$ cat config.mk
export PLATFORM = sky130hd
export DESIGN_NAME = z_pattern_tracker_flat
export DESIGN_NICKNAME = d
export VERILOG_FILES = /design/src/rtl/z_pattern_tracker_if.sv /design/src/rtl/z_pattern_tracker.sv /design/src/flat_wrapper.sv
export SDC_FILE = /design/constraint.sdc
export NUM_CORES = 1
export LEC_CHECK = 0
export BUFFER_PORTS_ARGS = -buffer_cell sky130_fd_sc_hd__buf_2
export CORE_UTILIZATION = 46
export DETAILED_ROUTE_END_ITERATION = 12
export GPL_TIMING_DRIVEN = 0
export PLACE_DENSITY = 0.83
export SLEW_MARGIN = 15
export SYNTH_ARGS = -nofsm -noshare
export SYNTH_HDL_FRONTEND = slang
export SYNTH_SLANG_ARGS = --single-unit
$ cat constraint.sdc
create_clock -name clk -period 1.6 [get_ports clk]
set_input_delay 0.08 -clock clk [delete_from_list [all_inputs] [get_ports clk]]
set_output_delay 0.08 -clock clk [all_outputs]
set_load 0.01 [all_outputs]
$ cat src/rtl/z_pattern_tracker_if.sv
// Symbol-in / match-event-out bundle for z_pattern_tracker.
// The master drives symbols and consumes events; the slave is the tracker.
interface z_pattern_tracker_if #(
  parameter int CNT_W = 8,
  parameter int RUN_W = 4
);
  logic             in_valid;
  logic             in_ready;
  logic             z1;
  logic             z2;
  logic             out_valid;
  logic             out_ready;
  logic [CNT_W-1:0] out_count;
  logic [CNT_W-1:0] match_count;
  logic             sat;
  logic [RUN_W-1:0] run_len;

  modport master (
    output in_valid, z1, z2, out_ready,
    input  in_ready, out_valid, out_count, match_count, sat, run_len
  );

  modport slave (
    input  in_valid, z1, z2, out_ready,
    output in_ready, out_valid, out_count, match_count, sat, run_len
  );
endinterface

$ cat src/rtl/z_pattern_tracker.sv
// z_pattern_tracker: watches the decoder's (Z1,Z2) symbol stream for the
// sequence 10 -> 00 -> 11, counts matches (saturating), tracks the length of
// the current run of identical symbols and emits one event per match on a
// valid/ready port. A pending event stalls the input so no event is lost.
module z_pattern_tracker #(
  parameter int CNT_W = 8,
  parameter int RUN_W = 4
) (
  input  logic                clk,
  input  logic                rst_n,
  input  logic                clr,
  z_pattern_tracker_if.slave  bus
);

  typedef enum logic [1:0] {
    IDLE   = 2'd0,
    GOT_A  = 2'd1,
    GOT_AB = 2'd2
  } state_t;

  state_t           state_q, state_d;
  logic [1:0]       last_sym_q, last_sym_d;
  logic [RUN_W-1:0] run_len_q, run_len_d;
  logic [CNT_W-1:0] cnt_q, cnt_d;
  logic [CNT_W-1:0] out_count_q, out_count_d;
  logic             sat_q, sat_d;
  logic             out_valid_q, out_valid_d;

  logic [1:0]       sym;
  logic             in_ready;
  logic             accept;
  logic             match;

  function automatic logic [CNT_W-1:0] sat_inc_cnt(input logic [CNT_W-1:0] v);
    return (v == '1) ? v : v + CNT_W'(1);
  endfunction

  function automatic logic [RUN_W-1:0] sat_inc_run(input logic [RUN_W-1:0] v);
    return (v == '1) ? v : v + RUN_W'(1);
  endfunction

  assign sym      = {bus.z1, bus.z2};
  // Only a pending, unconsumed event can stall the input.
  assign in_ready = !out_valid_q || bus.out_ready;
  assign accept   = bus.in_valid && in_ready;

  // Next-state: pattern FSM, run length, match counter and event register.
  always_comb begin
    state_d     = state_q;
    last_sym_d  = last_sym_q;
    run_len_d   = run_len_q;
    cnt_d       = cnt_q;
    sat_d       = sat_q;
    out_valid_d = out_valid_q;
    out_count_d = out_count_q;
    match       = 1'b0;

    if (clr) begin
      state_d     = IDLE;
      last_sym_d  = 2'b00;
      run_len_d   = '0;
      cnt_d       = '0;
      sat_d       = 1'b0;
      out_valid_d = 1'b0;
      out_count_d = '0;
    end else begin
      if (out_valid_q && bus.out_ready) begin
        out_valid_d = 1'b0;
      end

      if (accept) begin
        unique case (state_q)
          IDLE:    state_d = (sym == 2'b10) ? GOT_A : IDLE;
          GOT_A: begin
            if (sym == 2'b00)      state_d = GOT_AB;
            else if (sym == 2'b10) state_d = GOT_A;
            else                   state_d = IDLE;
          end
          GOT_AB: begin
            if (sym == 2'b11) begin
              state_d = IDLE;
              match   = 1'b1;
            end else if (sym == 2'b10) begin
              state_d = GOT_A;
            end else begin
              state_d = IDLE;
            end
          end
          default: state_d = IDLE;
        endcase

        // run_len==0 only right after reset/clear, where the first symbol starts a run.
        if ((sym == last_sym_q) && (run_len_q != '0)) begin
          run_len_d = sat_inc_run(run_len_q);
        end else begin
          run_len_d = RUN_W'(1);
        end
        last_sym_d = sym;
      end

      // A match overrides the drain so the new event is always presented.
      if (match) begin
        cnt_d       = sat_inc_cnt(cnt_q);
        sat_d       = sat_q || (cnt_q == '1);
        out_valid_d = 1'b1;
        out_count_d = cnt_d;
      end
    end
  end

  // State register with asynchronous active-low reset.
  always_ff @(posedge clk or negedge rst_n) begin
    if (!rst_n) begin
      state_q     <= IDLE;
      last_sym_q  <= 2'b00;
      run_len_q   <= '0;
      cnt_q       <= '0;
      sat_q       <= 1'b0;
      out_valid_q <= 1'b0;
      out_count_q <= '0;
    end else begin
      state_q     <= state_d;
      last_sym_q  <= last_sym_d;
      run_len_q   <= run_len_d;
      cnt_q       <= cnt_d;
      sat_q       <= sat_d;
      out_valid_q <= out_valid_d;
      out_count_q <= out_count_d;
    end
  end

  assign bus.in_ready    = in_ready;
  assign bus.out_valid   = out_valid_q;
  assign bus.out_count   = out_count_q;
  assign bus.match_count = cnt_q;
  assign bus.sat         = sat_q;
  assign bus.run_len     = run_len_q;

endmodule

$ cat src/flat_wrapper.sv
// flat-port wrapper written by rule: the top's interface ports become plain ports
module z_pattern_tracker_flat 
#(
  parameter int CNT_W = 8,
  parameter int RUN_W = 4
)
  (clk, rst_n, clr, bus_in_valid, bus_z1, bus_z2, bus_out_ready, bus_in_ready, bus_out_valid, bus_out_count, bus_match_count, bus_sat, bus_run_len);
  z_pattern_tracker_if #(.CNT_W(CNT_W), .RUN_W(RUN_W)) bus_i ();
  input  logic clk;
  input  logic rst_n;
  input  logic clr;
  input wire logic [$bits(bus_i.in_valid)-1:0] bus_in_valid;
  input wire logic [$bits(bus_i.z1)-1:0] bus_z1;
  input wire logic [$bits(bus_i.z2)-1:0] bus_z2;
  input wire logic [$bits(bus_i.out_ready)-1:0] bus_out_ready;
  output wire logic [$bits(bus_i.in_ready)-1:0] bus_in_ready;
  output wire logic [$bits(bus_i.out_valid)-1:0] bus_out_valid;
  output wire logic [$bits(bus_i.out_count)-1:0] bus_out_count;
  output wire logic [$bits(bus_i.match_count)-1:0] bus_match_count;
  output wire logic [$bits(bus_i.sat)-1:0] bus_sat;
  output wire logic [$bits(bus_i.run_len)-1:0] bus_run_len;
  assign bus_i.in_valid = bus_in_valid;
  assign bus_i.z1 = bus_z1;
  assign bus_i.z2 = bus_z2;
  assign bus_i.out_ready = bus_out_ready;
  assign bus_in_ready = bus_i.in_ready;
  assign bus_out_valid = bus_i.out_valid;
  assign bus_out_count = bus_i.out_count;
  assign bus_match_count = bus_i.match_count;
  assign bus_sat = bus_i.sat;
  assign bus_run_len = bus_i.run_len;
  z_pattern_tracker #(.CNT_W(CNT_W), .RUN_W(RUN_W)) u_core (.clk(clk), .rst_n(rst_n), .clr(clr), .bus(bus_i));
endmodule
After elaboration in Yosys (flattened, before gate mapping)
Cells that the tools add are included.
{ "word_totals": {"input_bits": 7, "word_cells": 55, "register_bits": 18} }
{ "op_classes": {"muxes": 24, "reduce_logical": 14, "addsub": 2, "eq_ne": 9} }
{ "ops": {"columns": ["op", "count"], "rows": [
  ["$mux 8", 3],
  ["$mux 4", 4],
  ["$mux 2", 6],
  ["$mux 1", 10],
  ["$add 8x1->8 const B", 1],
  ["$eq 8x8->1 const B", 1],
  ["$eq 2x2->1 const B", 3],
  ["$ne 3x3->1 const B", 2],
  ["$pmux 2 s3", 1],
  ["$add 4x1->4 const B", 1],
  ["$eq 4x4->1 const B", 1],
  ["$logic_not 2->1", 2],
  ["$reduce_and 2->1", 2],
  ["$reduce_bool 2->1", 2],
  ["$reduce_bool 4->1", 1],
  ["$logic_and 1x1->1", 3],
  ["$reduce_bool 3->1", 1],
  ["$eq 2x1->1 const B", 1],
  ["$eq 2x2->1", 1],
  ["$logic_or 1x1->1", 2],
  ["$logic_not 1->1", 1]
]} }

Longest topological paths before layout
Gate-level depths: netlist of run 1.
{ "logic_depth": {"ltp_word": 7, "mapped_depth": 6} }

Worst setup path after synthesis of run 1
No wires, ideal clock.
{ "synth_timing": {"path_type": "reg2reg", "start": "register u_core.cnt_q[0], in the netlist u_core.bus.match_count[0]", "end": "register u_core.cnt_q[5], in the netlist u_core.bus.match_count[5]", "setup_ns": 0.078, "stages_incl_launch_ff": 6, "required_time_ns": 1.522, "slack_ns": -0.025, "arrival_ns": 1.547, "cell_sequence": "dfrtp_1 > ha_1 > and3_1 > clkbuf_1 > or4_1 > a21oi_1"} }
{ "synth_between": {"elab_chain_len": 4, "word_cells_on_any_way": 7, "classes_between": "add/sub: 1; eq/ne: 2; mux: 3; reduce/logical: 1"} }
{ "synth_rtl": {"columns": ["element", "line", "rtl"], "rows": [
  ["start, declared", "z_pattern_tracker.sv:24", "logic [CNT_W-1:0] cnt_q, cnt_d;"],
  ["start signal, assigned", "z_pattern_tracker.sv:125", "cnt_q <= cnt_d;"],
  ["$add 8x1->8", "z_pattern_tracker.sv:35", "return (v == '1) ? v : v + CNT_W'(1);"],
  ["$mux 8", "z_pattern_tracker.sv:35", null],
  ["$mux 8", "z_pattern_tracker.sv:102", "if (match) begin"],
  ["$mux 8", "z_pattern_tracker.sv:58", "if (clr) begin"]
]} }
Several ways; a longest one is shown, not always the timed one. The select of a mux whose other input is x is not followed.
A chain may end at the register's enable or synchronous reset.

Worst setup path after layout of run 1
{ "layout_timing": {"start": "register u_core.state_q[0]", "end": "register u_core.cnt_q[6], in the netlist u_core.bus.match_count[6]"} }
{ "layout_between": {"elab_chain_len": 6, "word_cells_on_any_way": 7, "classes_between": "eq/ne: 2; mux: 3; reduce/logical: 2"} }
{ "layout_rtl": {"columns": ["element", "line", "rtl"], "rows": [
  ["start, declared", "z_pattern_tracker.sv:21", "state_t state_q, state_d;"],
  ["start signal, assigned", "z_pattern_tracker.sv:122", "state_q <= state_d;"],
  ["$eq 2x2->1 *", "z_pattern_tracker.sv:72", "unique case (state_q)"],
  ["$mux 1 *", "z_pattern_tracker.sv:72", null],
  ["$mux 1 *", "z_pattern_tracker.sv:71", "if (accept) begin"],
  ["$mux 1 *", "z_pattern_tracker.sv:58", null],
  ["$ne 3x3->1 (no line) or $reduce_bool 2->1 (tied branches)", null, null],
  ["$reduce_and 2->1 (no line) *", null, null]
]} }
Mark *: on every way between the ends. The rest lies on a longest branch, timed or not. The select of a mux whose other input is x is not followed.

==> impl_summary.md, run 1 <==
STA
The count of final max-slew check failures is 0. The tightest hold path in the finished design has a slack of between 0.05 and 0.06 ns. The top achievable clock speed is 619 MHz. In the post-route analysis, the smallest setup slack over all paths is -0.0154 ns.

The total of endpoints with negative setup slack in the final report is 4. The worst path uses 101% of the clock period. The transition time of the tightest slew-check pin is just over 0.5 ns.

The number of hold violations in the final report is 0. Across the routed clock network, the largest skew measured is between 0.002 and 0.003 ns. Setup repair after global routing could not meet its margin everywhere. The shortest period the worst path allows is between 1.5 and 2 ns.

The headroom to the max-slew limit is between 60% and 70%.

Logic synthesis
After synthesis, the share of cell area in mux cells is 2.90%. The count of yosys warnings during synthesis is 0. Each instance of the synthesized netlist takes up on average ~9.5 um2. Sorting the synthesized cells by area gives the leading types as sky130_fd_sc_hd__dfrtp_1, sky130_fd_sc_hd__a21oi_1, sky130_fd_sc_hd__buf_4. The synthesized area is roughly 0.0011 mm2. The dominant synthesized flop cell is sky130_fd_sc_hd__dfrtp_1.

The biggest area contributor in the post-synthesis netlist is sky130_fd_sc_hd__dfrtp_1. Synthesis produced a netlist with a net count of 124. The post-synthesis adder-cell area fraction is 3.48%. The combinational family with the most area after synthesis is simple AND/OR/NAND/NOR gates. The count of cell types in the netlist is 35. Synthesis produced 114 cells. Of the total synthesized cell area, the portion taken by AND, OR, NAND and NOR gates is 21.5%.

The share of the Yosys chip area taken by registers is approximately two fifths. Counting flops with a built-in enable in the synthesized netlist gives 0. Counting flops and latches in the post-synthesis netlist gives 18. The proportion of register bits with asynchronous set or reset after synthesis is 100%. After synthesis, the largest area contributor takes up about two fifths of total cell area. The synthesized netlist devotes 18.4% of its cell area to compound gates. Summing the areas of all xor and xnor instances in the mapped netlist gives under 10% of the synthesized area.

Route
The DRC violation total after the first TritonRoute iteration is 25. The number of remaining DRC errors is 0. The first-pass iteration count of the detailed router is 4. In the final routed layout, each cell accounts on average for 14.2 um. The detail-routed via count per cell is between 5 and 6. The overall via count from detail_route is between 1000 and 1500. The antenna violation net count after detailed routing is 0. The final layout contains routed wiring with a total length of 2630 um.

Clock network
The root buffer cell chosen for the clock tree is sky130_fd_sc_hd__clkbuf_4. The largest buffer count on any clock path is 2. The number of levels in the clock H-tree is 1. The clock-pin transition on the worst setup and hold timing paths is 0.10 ns.

The clock buffer count from CTS is 3. The clock drives 18 sinks. The TritonCTS clock tree is done. The source-to-sink clock delay at the later pin of the worst-skew pair is about 0.3 ns.

Power
The total power is 0.000859 W. VDD sags by at most 0.511 mV. Combinational cells account for approximately an eighth of the total power.

The net switching fraction of the power is 25.1%. The internal power of the cells is around 0.00064 W. The leakage power is between 0.6 and 0.7 nW. Of the total power, the clock network draws 33.2%. The share of power burned in registers is a little over half. The switching power of the nets is 0.000215 W. The power per standard cell area is 591 mW/mm2.

Placed design
The port buffer count is 28. The routability-driven placement congestion ratio is 0.826. Detailed placement finished with a half-perimeter wire length of around 1800 um.

Layout
The antenna diode count is 0. Cells fill between 60 and 70% of the core in the end. The growth of design area from synthesis to finish is 34.7%. Of the cells placed in the final design, the portion with a size suffix greater than 1 is between 40% and 50%. The final layout net count is roughly 170.

Floorplan
The floorplan step defined a die boundary enclosing roughly 0.0025 mm2. The horizontal die dimension is just over 50 um. 30 I/O pins were placed.

The initialized floorplan defines 17 standard-cell rows. The overall die height is 50.4 um. The starting density of the core is about 49%. The region available for standard cell placement spans 0.00221 mm2.

Setup path
The critical path goes through and4b_4 -> nand3_4 -> or4_4 -> a21oi_2. The worst setup path is launched from a register. In this run the worst setup path begins at u_core.state_q[0]$_DFFE_PN0P_. The critical path class is reg2reg. For the worst setup path, the data arrival time is around 1.9 ns.

The largest stage delay on the critical path is about 0.53 ns. The combined buffer and inverter count along the critical path is 0. The worst endpoint required time is 1.83 ns. On the critical path the largest part of the delay comes from simple AND/OR/NAND/NOR gates. The worst setup path is captured at a register. For this design, the slowest cell found on the critical path is sky130_fd_sc_hd__or4_4.

Of all nets on the critical path, the largest fanout is 7. The worst reg-to-reg setup slack is -0.02 ns. The worst flop-to-flop path startpoint is u_core.state_q[0]$_DFFE_PN0P_.

Global route
Global routing used between 20% and 30% of the available tracks across all layers. The number of antenna violations at the first check in global routing was 0. The via count of the first global-routing pass was between 900 and 1000. The first global-routing pass estimated approximately 4200 um of wire. Entering global routing, the biggest net connects 19 pins. The total congestion overflow is 0.

Status
The final reports fail on setup timing. The run finished, with violations left.

Min path
The worst hold path begins at bus_z2. In this run the worst hold path is classified as in2reg.

Job
The max capacitance violation total is 0.
[final cells by class]
type	count	area (um2)
Fill cell	186	759
Clock buffer	4	36.3
Inverter	7	26.3
Sequential cell	18	453
Timing Repair Buffer	41	240
Multi-Input combinational cell	75	576
Tap cell	28	35.0
Buffer	12	86.3
[power by group through the flow]
stage	registers (W)	logic, W	clock network [W]
after detailed placement	0.000479	0.0000786	0
after CTS	0.000470	0.0000880	0.000294
final	0.000470	0.000104	0.000285
after global routing	0.000471	0.000114	0.000310
after floorplan	0.000480	0.0000442	0
after global placement	0.000478	0.0000753	0
[metrics by stage]
| step | instance area, um2 | worst slack [ns] | TNS [ns] | instances |
|---|---|---|---|---|
| after global placement | 1260 | -0.0727 | -0.234 | 170 |
| after CTS | 1400 | -0.0296 | -0.0589 | 183 |
| after floorplan | 1080 | 0.0235 | 0 | 114 |
| after detailed placement | 1260 | -0.100 | -0.524 | 170 |
| after global routing | 1450 | -0.0585 | -0.397 | 185 |
| final | 1450 | -0.0154 | -0.0301 | 185 |
[final timing paths]
kind | depth (start not counted) | end
min in group asynchronous | 2 | u_core.bus.match_count[7]$_DFFE_PN0P_
worst max-delay path | 4 | u_core.bus.match_count[6]$_DFFE_PN0P_
max in group asynchronous | 2 | u_core.bus.match_count[1]$_DFFE_PN0P_
worst min-delay path | 3 | u_core.last_sym_q[0]$_DFFE_PN0P_
worst max register to register | 4 | u_core.bus.match_count[6]$_DFFE_PN0P_
worst min register to register | 2 | u_core.bus.sat$_DFFE_PN0P_
[cells in the final DEF (no fill, tap or decap), types with 2 or more instances in the layout]
| cell | count |
|---|---|
| sky130_fd_sc_hd__clkbuf_4 | 3 |
| sky130_fd_sc_hd__or4_1 | 3 |
| sky130_fd_sc_hd__inv_1 | 5 |
| sky130_fd_sc_hd__nand2_1 | 8 |
| sky130_fd_sc_hd__a211oi_1 | 2 |
| sky130_fd_sc_hd__buf_4 | 21 |
| sky130_fd_sc_hd__nand3_1 | 6 |
| sky130_fd_sc_hd__buf_2 | 28 |
| sky130_fd_sc_hd__inv_2 | 2 |
| sky130_fd_sc_hd__clkbuf_1 | 2 |
| sky130_fd_sc_hd__nand4_1 | 2 |
| sky130_fd_sc_hd__o31ai_1 | 6 |
| sky130_fd_sc_hd__a21oi_2 | 4 |
| sky130_fd_sc_hd__mux2i_1 | 2 |
| sky130_fd_sc_hd__or3_1 | 2 |
| sky130_fd_sc_hd__nor2_1 | 3 |
| sky130_fd_sc_hd__o21ai_0 | 2 |
| sky130_fd_sc_hd__or4_4 | 2 |
| sky130_fd_sc_hd__dfrtp_1 | 16 |
| sky130_fd_sc_hd__dfrtp_2 | 2 |
| sky130_fd_sc_hd__xor2_1 | 2 |
| sky130_fd_sc_hd__a21oi_1 | 10 |
[layer usage]
layer  track usage [%]  up-vias  share of wire [%]
met4              8.33        0               0.99
met1              26.5      504                 41
met3              1.82        4                4.8
met2              40.2       37                 53
met5                 0        -                  0
li1                  -      498                  -
[synth_stat cells, types with 3 or more instances]
cell,count
sky130_fd_sc_hd__nand3_1,6
sky130_fd_sc_hd__a21oi_1,14
sky130_fd_sc_hd__dfrtp_1,18
sky130_fd_sc_hd__nor2_1,3
sky130_fd_sc_hd__nand2_1,8
sky130_fd_sc_hd__ha_1,3
sky130_fd_sc_hd__o31ai_1,6
sky130_fd_sc_hd__buf_4,8
sky130_fd_sc_hd__clkbuf_1,4
sky130_fd_sc_hd__or4_1,5
sky130_fd_sc_hd__inv_1,7
[state kept, by name, indices dropped and copies added (netlist names)]
| signal | cells |
|---|---|
| u_core.bus.run_len | 4 |
| u_core.bus.sat | 1 |
| u_core.bus.out_valid | 1 |
| u_core.last_sym_q | 2 |
| u_core.state_q | 2 |
| u_core.bus.match_count | 8 |
[worst register-to-register path: cells and delay by family (launching register included)]
family           cells  cell delay [ns]
AO/OA/AOI/OAI        1             0.15
flip-flops           1             0.40
AND/OR/NAND/NOR      3             1.00
[cells by family (layout without fill, tap and decap cells)]
| group | Yosys count | after routing |
|---|---|---|
| adders and majority gates | 3 | 3 |
| buffers and inverters | 21 | 64 |
| muxes | 3 | 3 |
| AOI/OAI and AO/OA | 30 | 30 |
| DFF | 18 | 18 |
| and+or+nand+nor | 37 | 37 |
| xor gates and xnor gates | 2 | 2 |
[what timing repair did]
action                                  in CTS  in global routing
buffers inserted                             9                  3
endpoints found under the setup margin      10                 11
resized for setup                            7                 10
hold endpoints to repair                    18                  0
pin swaps                                    6                  9
hold buffers                                 1                  0
(Power assumes the default switching activity.)
==> run 2, diff against run 1 <==
--- a/config.mk
+++ b/config.mk
@@ -6,10 +6,11 @@
 export NUM_CORES = 1
 export LEC_CHECK = 0
 export BUFFER_PORTS_ARGS = -buffer_cell sky130_fd_sc_hd__buf_2
+export CAP_MARGIN = 20
 export CORE_UTILIZATION = 46
 export DETAILED_ROUTE_END_ITERATION = 12
 export GPL_TIMING_DRIVEN = 0
-export PLACE_DENSITY = 0.83
+export PLACE_DENSITY = 0.78
 export SLEW_MARGIN = 15
 export SYNTH_ARGS = -nofsm -noshare
 export SYNTH_HDL_FRONTEND = slang
==> run 2 against run 1 <==
  * The run now ends clean
  * Power fell by 2.0%
  * Combinational power down 12%
  * Setup slack improved by 0.023 ns
  * Clock skew grew 0.0055 ns
  * Register-to-register slack gained 0.02 ns
  * Critical path depth grew 1
  * Routed wire length fell by 4.9%
  * Largest cell class unchanged
==> impl_summary.md, run 2 (same netlist as run 1, synthesis figures left out) <==
Setup path
STA puts the critical path data arrival time at 1.81 ns. The critical path endpoint category is a register. The kind of cell adding the most delay to the critical path is simple AND/OR/NAND/NOR gates. For this run, the slowest stage of the critical path takes 0.39 ns. The critical path class is reg2reg. Walking the worst path, the cells encountered are and4b_4 -> nand3_4 -> buf_4 -> or3_1 -> a21oi_2. The worst setup path is launched from a register.

The combined buffer and inverter count along the critical path is 1. At the worst endpoint, the required time is around 1.8 ns. The cell with the largest stage delay on the worst path is sky130_fd_sc_hd__dfrtp_1.

The top fanout value on the critical path is 8.

STA
Measured against its own limit, the worst slew margin works out to a little over three fifths. Setup violations remaining at the end of the flow were counted as 0. For this run, the top clock speed supported by timing is 628 MHz. Dividing the final minimum period by the clock period gives between 90 and 100%.

Setup repair after global routing could not meet its margin everywhere. The count of final max-slew check failures is 0. For the final routed database, the setup TNS stands at 0 ns. At the pin with the least slew margin, the transition time is 0.563 ns. The number of hold violations in the final report is 0.

The shortest period the worst path allows is roughly 1.6 ns. The worst-case clock skew is about 0.0085 ns.

Power
In this run the power density over the cells is 580 mW/mm2. The completed layout was analyzed and its total power is 0.000841 W. IR analysis of the VDD net gives a maximum drop of ~0.46 mV. The leakage power is slightly below 0.7 nW.

Clock network
Clock-pin slew was measured on the worst setup and hold paths at between 0.1 and 0.15 ns. The tree built by TritonCTS fans out to 18 sinks. In this run the number of H-tree levels came out at 1.

Clock tree synthesis inserted a total of 3 buffers. The tree is rooted in a sky130_fd_sc_hd__clkbuf_4. TritonCTS built the clock tree. The clock passes through at most 2 buffers. The later pin in the worst-skew pair is clocked with a latency of 0.30 ns.

Placed design
At the end of routability-driven placement, the weighted congestion stood at 0.799. Input and output buffers added on the ports amount to 28. After detailed placement, the design holds a cell count of between 150 and 200. Once detailed placement completed, the half-perimeter wirelength came to about 1600 um.

Route
Dividing the detail-routed wire length by the instance count gives approximately 13 um. After detailed routing, the total wire length is 2500 um. Across all layers, the routed design uses a little over 1000 vias.

The number of remaining DRC errors is 0. The first-pass iteration count of the detailed router is 4. The DRC violation total after the first TritonRoute iteration is 9. Dividing the detail-routed via count by the number of cells gives about 5.5. The detail route stage leaves a number of antenna-violating nets equal to 0.

Floorplan
The floorplan step set the die width to between 50 and 60 um. The floorplan step defined a die boundary enclosing roughly 0.0025 mm2. In this run the core area contains 17 standard-cell rows. Once the floorplan was initialized, standard cells occupied between 40% and 50% of the core. The floorplan step set the die height to ~50 um.

30 I/O pins were placed. The region available for standard cell placement spans 0.00221 mm2.

Job
Across the run, the number of max-cap violations was 0.

Global route
The number of antenna violations at the first check in global routing is 0. The wire length of the first global-routing pass is between 4000 and 5000 um. The via count of the first global-routing pass is just over 900.

The pin count of the biggest net entering global routing is 19. The global router's overall resource usage is about a fifth. The total congestion overflow is 0.

Layout
Leaving out fill and tap cells, the most frequent cell in the layout is sky130_fd_sc_hd__buf_2. The utilization after layout is around 66%. In the final layout, the share of cells above drive strength 1 is a little under half. Compared with the post-synthesis result, the final layout area differs by 34.5%. The final layout net count is roughly 170. The count of non-filler cells in the finished layout is approximately 190. In the layout the commonest cells are sky130_fd_sc_hd__buf_2, sky130_fd_sc_hd__buf_4, sky130_fd_sc_hd__dfrtp_1. The antenna diode count is 0. The flip-flop count of the largest register after layout is 8.

Min path
The min-delay analysis places its worst path in the category in2reg.

Status
The flow ran to the end, and the final reports show no timing, DRC or antenna violations.
[run 2: cell types whose count changed in the layout (fill, tap and decap cells not counted), sizes merged]
| cell | before | now |
|---|---|---|
| clkbuf | 6 | 7 |
[run 2: metrics by stage]
stage	hold WS (ns)	cell area, um2	setup WS [ns]
3_5_place_dp	0.0329	1260	-0.0891
5_1_grt	0.0533	1450	-0.0425
6_report	0.0475	1450	0.00787
2_1_floorplan	-0.216	1080	0.0235
3_3_place_gp	0.0353	1260	-0.0809
4_1_cts	0.0451	1390	0.00526
[run 2: final timing paths]
path / from / slack [ns] / to / cells past startpoint
max reg2reg: u_core.state_q[0]$_DFFE_PN0P_ / 0.008 / u_core.bus.match_count[0]$_DFFE_PN0P_ / 5
min in group asynchronous: rst_n / 0.23 / u_core.last_sym_q[0]$_DFFE_PN0P_ / 2
min: bus_z1 / 0.05 / u_core.last_sym_q[1]$_DFFE_PN0P_ / 3
max in group asynchronous: rst_n / 1.05 / u_core.bus.match_count[0]$_DFFE_PN0P_ / 2
min reg2reg: u_core.bus.sat$_DFFE_PN0P_ / 0.54 / u_core.bus.sat$_DFFE_PN0P_ / 2
max: u_core.state_q[0]$_DFFE_PN0P_ / 0.008 / u_core.bus.match_count[0]$_DFFE_PN0P_ / 5
[run 2: cell type report]
type	count	area [um2]
Inverter	7	26.3
Tap cell	28	35.0
Timing Repair Buffer	41	238
Buffer	13	90.1
Multi-Input combinational cell	75	572
Fill cell	191	762
Clock buffer	4	36.3
Sequential cell	18	453
[run 2: repair_timing]
| action | 4_1_cts | 5_1_grt |
|---|---|---|
| setup endpoints to repair | 10 | 9 |
| buffers inserted | 9 | 2 |
| endpoints found under the hold margin | 18 | 0 |
| pin swaps | 1 | 7 |
| cloned | 0 | 1 |
| hold buffers | 1 | 0 |
| gates resized for setup | 4 | 13 |
[run 2: metal layers]
| layer | track usage [%] | vias up | wire length [um] |
|---|---|---|---|
| li1 | - | 498 | - |
| met1 | 25.1 | 490 | 1110 |
| met2 | 38.4 | 26 | 1280 |
| met3 | 1.82 | 4 | 87 |
| met4 | 8.33 | 0 | 29 |
| met5 | 0 | - | 0 |
[run 2: power breakdown]
group	internal, W	switching (W)
Sequential	0.000463	0.00000776
Combinational	0.0000350	0.0000562
Clock	0.000139	0.000141
[run 2: worst min-delay path, stage by stage]
cell and delay [ns]:
sky130_fd_sc_hd__buf_2 0.13, sky130_fd_sc_hd__nand2_1 0.06, sky130_fd_sc_hd__a21oi_1 0.05
==> run 3, diff against run 2 <==
--- a/config.mk
+++ b/config.mk
@@ -11,7 +11,6 @@
 export DETAILED_ROUTE_END_ITERATION = 12
 export GPL_TIMING_DRIVEN = 0
 export PLACE_DENSITY = 0.78
-export SLEW_MARGIN = 15
 export SYNTH_ARGS = -nofsm -noshare
 export SYNTH_HDL_FRONTEND = slang
 export SYNTH_SLANG_ARGS = --single-unit
==> constraint.sdc (replaced) <==
create_clock -name clk -period 1.6 [get_ports clk]
set_input_delay 0.08 -clock clk [delete_from_list [all_inputs] [get_ports clk]]
set_output_delay 0.08 -clock clk [all_outputs]
set_load 0.1 [all_outputs]
==> run 3 against run 2 <==
  * Critical path depth stayed put
  * Maximum frequency is 0.33% higher
  * Global-route usage increased by 0.84 points
  * Largest power group unchanged
  * Critical endpoint is now u_core.bus.match_count[1]$_DFFE_PN0P_
  * Sequential power barely moved
  * Sequential share of layout area rose by 0.27 points
  * Power increased by 5.3%
  * Flip-flop and latch count unchanged
  * Clock power rose by 1%
==> impl_summary.md, run 3 (same netlist as run 1, synthesis figures left out) <==
Status
The flow ran to the end, and the final reports show no timing, DRC or antenna violations.

STA
Subtracting the final worst setup slack from the clock period gives around 1.6 ns. The setup TNS is 0 ns. Setup repair after global routing could not meet its margin everywhere. The headroom to the max-slew limit is 64.1%. The smallest setup slack after layout is between 0.01 and 0.015 ns.

The worst-case clock skew is ~0.00052 ns. The count of final max-slew check failures was 0. The transition time of the tightest slew-check pin is 0.538 ns. Setup violations remaining at the end of the flow were counted as 0. The number of hold violations in the final report was 0.

The worst hold slack across all endpoints is 0.0592 ns. The post-route clock period utilization is about 99%. For this run, the top clock speed supported by timing is 630 MHz.

Setup path
The critical path class is reg2reg. The depth of the worst register-to-register path is 5. The worst register-to-register path ends at u_core.bus.match_count[1]$_DFFE_PN0P_. The worst reg-to-reg setup slack is about 0.013 ns.

The worst setup path is launched from a register. The worst path arrival time is roughly 1.8 ns. The worst endpoint required time is roughly 1.8 ns. The top fanout value on the critical path is 5. The worst flop-to-flop path startpoint is u_core.state_q[0]$_DFFE_PN0P_. The worst setup path is captured at a register.

Placed design
The worst setup timing slack at the placement stage is -0.122 ns. Detailed placement finished with a half-perimeter wire length of roughly 1700 um. The congestion estimate from routability-driven global placement came to between 0.8 and 0.9. Buffers placed on the I/O ports in this run total 28.

Layout
Leaving out fill and tap cells, the most frequent cells in the layout are sky130_fd_sc_hd__buf_2, sky130_fd_sc_hd__buf_4, sky130_fd_sc_hd__a21oi_1. After filler insertion, the fill cell instance count of the layout stands at 174. Relative to the synthesized area, the layout overhead comes to 44.0%. For this run, the post-layout net count is roughly 170. The library cell used most frequently in the layout, excluding fill and tap cells, is sky130_fd_sc_hd__buf_2.

The post-route netlist has between 50 and 60% of its cells at a drive strength greater than 1. The register with the most flip-flops in the layout has 8 of them. Cells fill between 70% and 80% of the core in the end. The antenna diode count is 0.

Power
Dividing total power by cell area gives a power density of approximately 570 mW/mm2. The leakage power is 0.685 nW. The worst-case IR drop observed on VDD is 0.525 mV.

Floorplan
In this run the count of I/O pins placed on the die edge is 30. For this configuration, the core starts out at a cell density of 48.8%. The die covers ~0.0025 mm2. The overall die height is around 50 um. The core region area is 0.00221 mm2. The horizontal die dimension is around 50 um. After floorplanning, the core was divided into 17 placement rows.

Route
The first detailed-routing pass ran for 4 iterations. The detailed-route wire length is between 2000 and 3000 um. In this run the remaining antenna-violating nets after routing total 0. The average wire per standard cell is approximately 14 um. Summing over every cut layer, the via total after detailed routing is about 1100. The DRC violation total after the first TritonRoute iteration is 38. The detail-routed via count per cell is ~5.7. The number of remaining DRC errors is 0.

Global route
Entering global routing, the biggest net connects 19 pins. The number of antenna violations at the first check in global routing is 0. The total congestion overflow is 0.

The via count of the first global-routing pass is roughly 960. In the global route stage, overall resource usage came out at between 20 and 25%. The wire length of the first global-routing pass is between 4000 and 5000 um.

Min path
The beginning of the worst hold path is bus_z2. The worst hold path was traced through 3 stages. The class of the most critical hold timing path is in2reg.

The path with the worst hold slack has its endpoint at u_core.last_sym_q[0]$_DFFE_PN0P_.

Clock network
The clock drives 18 sinks. The TritonCTS clock tree is done. In this run the deepest clock path goes through 2 buffers. CTS built an H-tree with a depth of 1. The clock buffer count from CTS is 3. The tree is rooted in a sky130_fd_sc_hd__clkbuf_4. The source-to-sink clock delay at the later pin of the worst-skew pair is 0.29 ns. After clock tree synthesis, the clock-pin slew on the worst setup and hold paths is between 0.1 and 0.15 ns.

Job
The max capacitance violation total is 0.
run 3: area by class of cell:
class                      count  area, um2  share of cell area (%)
inverter                       7       26.3                    1.69
tap                           28       35.0                    2.26
sequential                    18        489                    31.5
clock buffer                   4       36.3                    2.34
timing repair buffer          43        253                    16.3
buffer                        13        104                    6.69
multi-input combinational     76        609                    39.2
run 3: timing repair:
item                                    CTS  global route
cloned                                    0             2
gates resized for setup                   5             8
pin swaps                                 2            12
setup buffers                             8             5
hold endpoints to repair                 18             0
endpoints found under the setup margin    9             9
hold buffers                              1             0
run 3: report_power, final:
group | switching, W | internal, W | total, W
logic | 0.0000878 | 0.0000419 | 0.000130
clock network | 0.000145 | 0.000139 | 0.000284
registers | 0.00000781 | 0.000464 | 0.000472
run 3: how the worst max path moves through the flow:
stage               cells past startpoint                               endpoint  slack (ns)                                  start
CTS                                     5  u_core.bus.match_count[1]$_DFFE_PN0P_       0.005          u_core.state_q[0]$_DFFE_PN0P_
global placement                        5  u_core.bus.match_count[4]$_DFFE_PN0P_       -0.07  u_core.bus.match_count[0]$_DFFE_PN0P_
detailed placement                      5  u_core.bus.match_count[3]$_DFFE_PN0P_       -0.12  u_core.bus.match_count[1]$_DFFE_PN0P_
global route                            5  u_core.bus.match_count[1]$_DFFE_PN0P_       -0.02          u_core.state_q[0]$_DFFE_PN0P_
floorplan                               5  u_core.bus.match_count[6]$_DFFE_PN0P_       -0.18  u_core.bus.match_count[7]$_DFFE_PN0P_
finish                                  5  u_core.bus.match_count[1]$_DFFE_PN0P_        0.01          u_core.state_q[0]$_DFFE_PN0P_
run 3: through the flow:
step / total power [W] / cells / area (um2)
2_1_floorplan: 0.000556 / 114 / 1160
3_3_place_gp: 0.000588 / 170 / 1340
3_5_place_dp: 0.000592 / 170 / 1340
4_1_cts: 0.000883 / 182 / 1470
5_1_grt: 0.000919 / 189 / 1550
6_report: 0.000886 / 189 / 1550
run 3: metal layers:
layer / wire [um] / vias up / GRT usage [%]
met3: 127 / 6 / 3.94
met1: 1190 / 528 / 26.2
li1: - / 509 / -
met5: 0 / - / 0
met2: 1390 / 37 / 40.2
met4: 27 / 0 / 4.63
run 3: worst max-delay path, cell delays in order, from the launching register on:
cell,delay (ns)
sky130_fd_sc_hd__dfrtp_1,0.39
sky130_fd_sc_hd__and4b_4,0.37
sky130_fd_sc_hd__nand3_4,0.10
sky130_fd_sc_hd__buf_6,0.14
sky130_fd_sc_hd__or3b_4,0.36
sky130_fd_sc_hd__a21oi_2,0.15
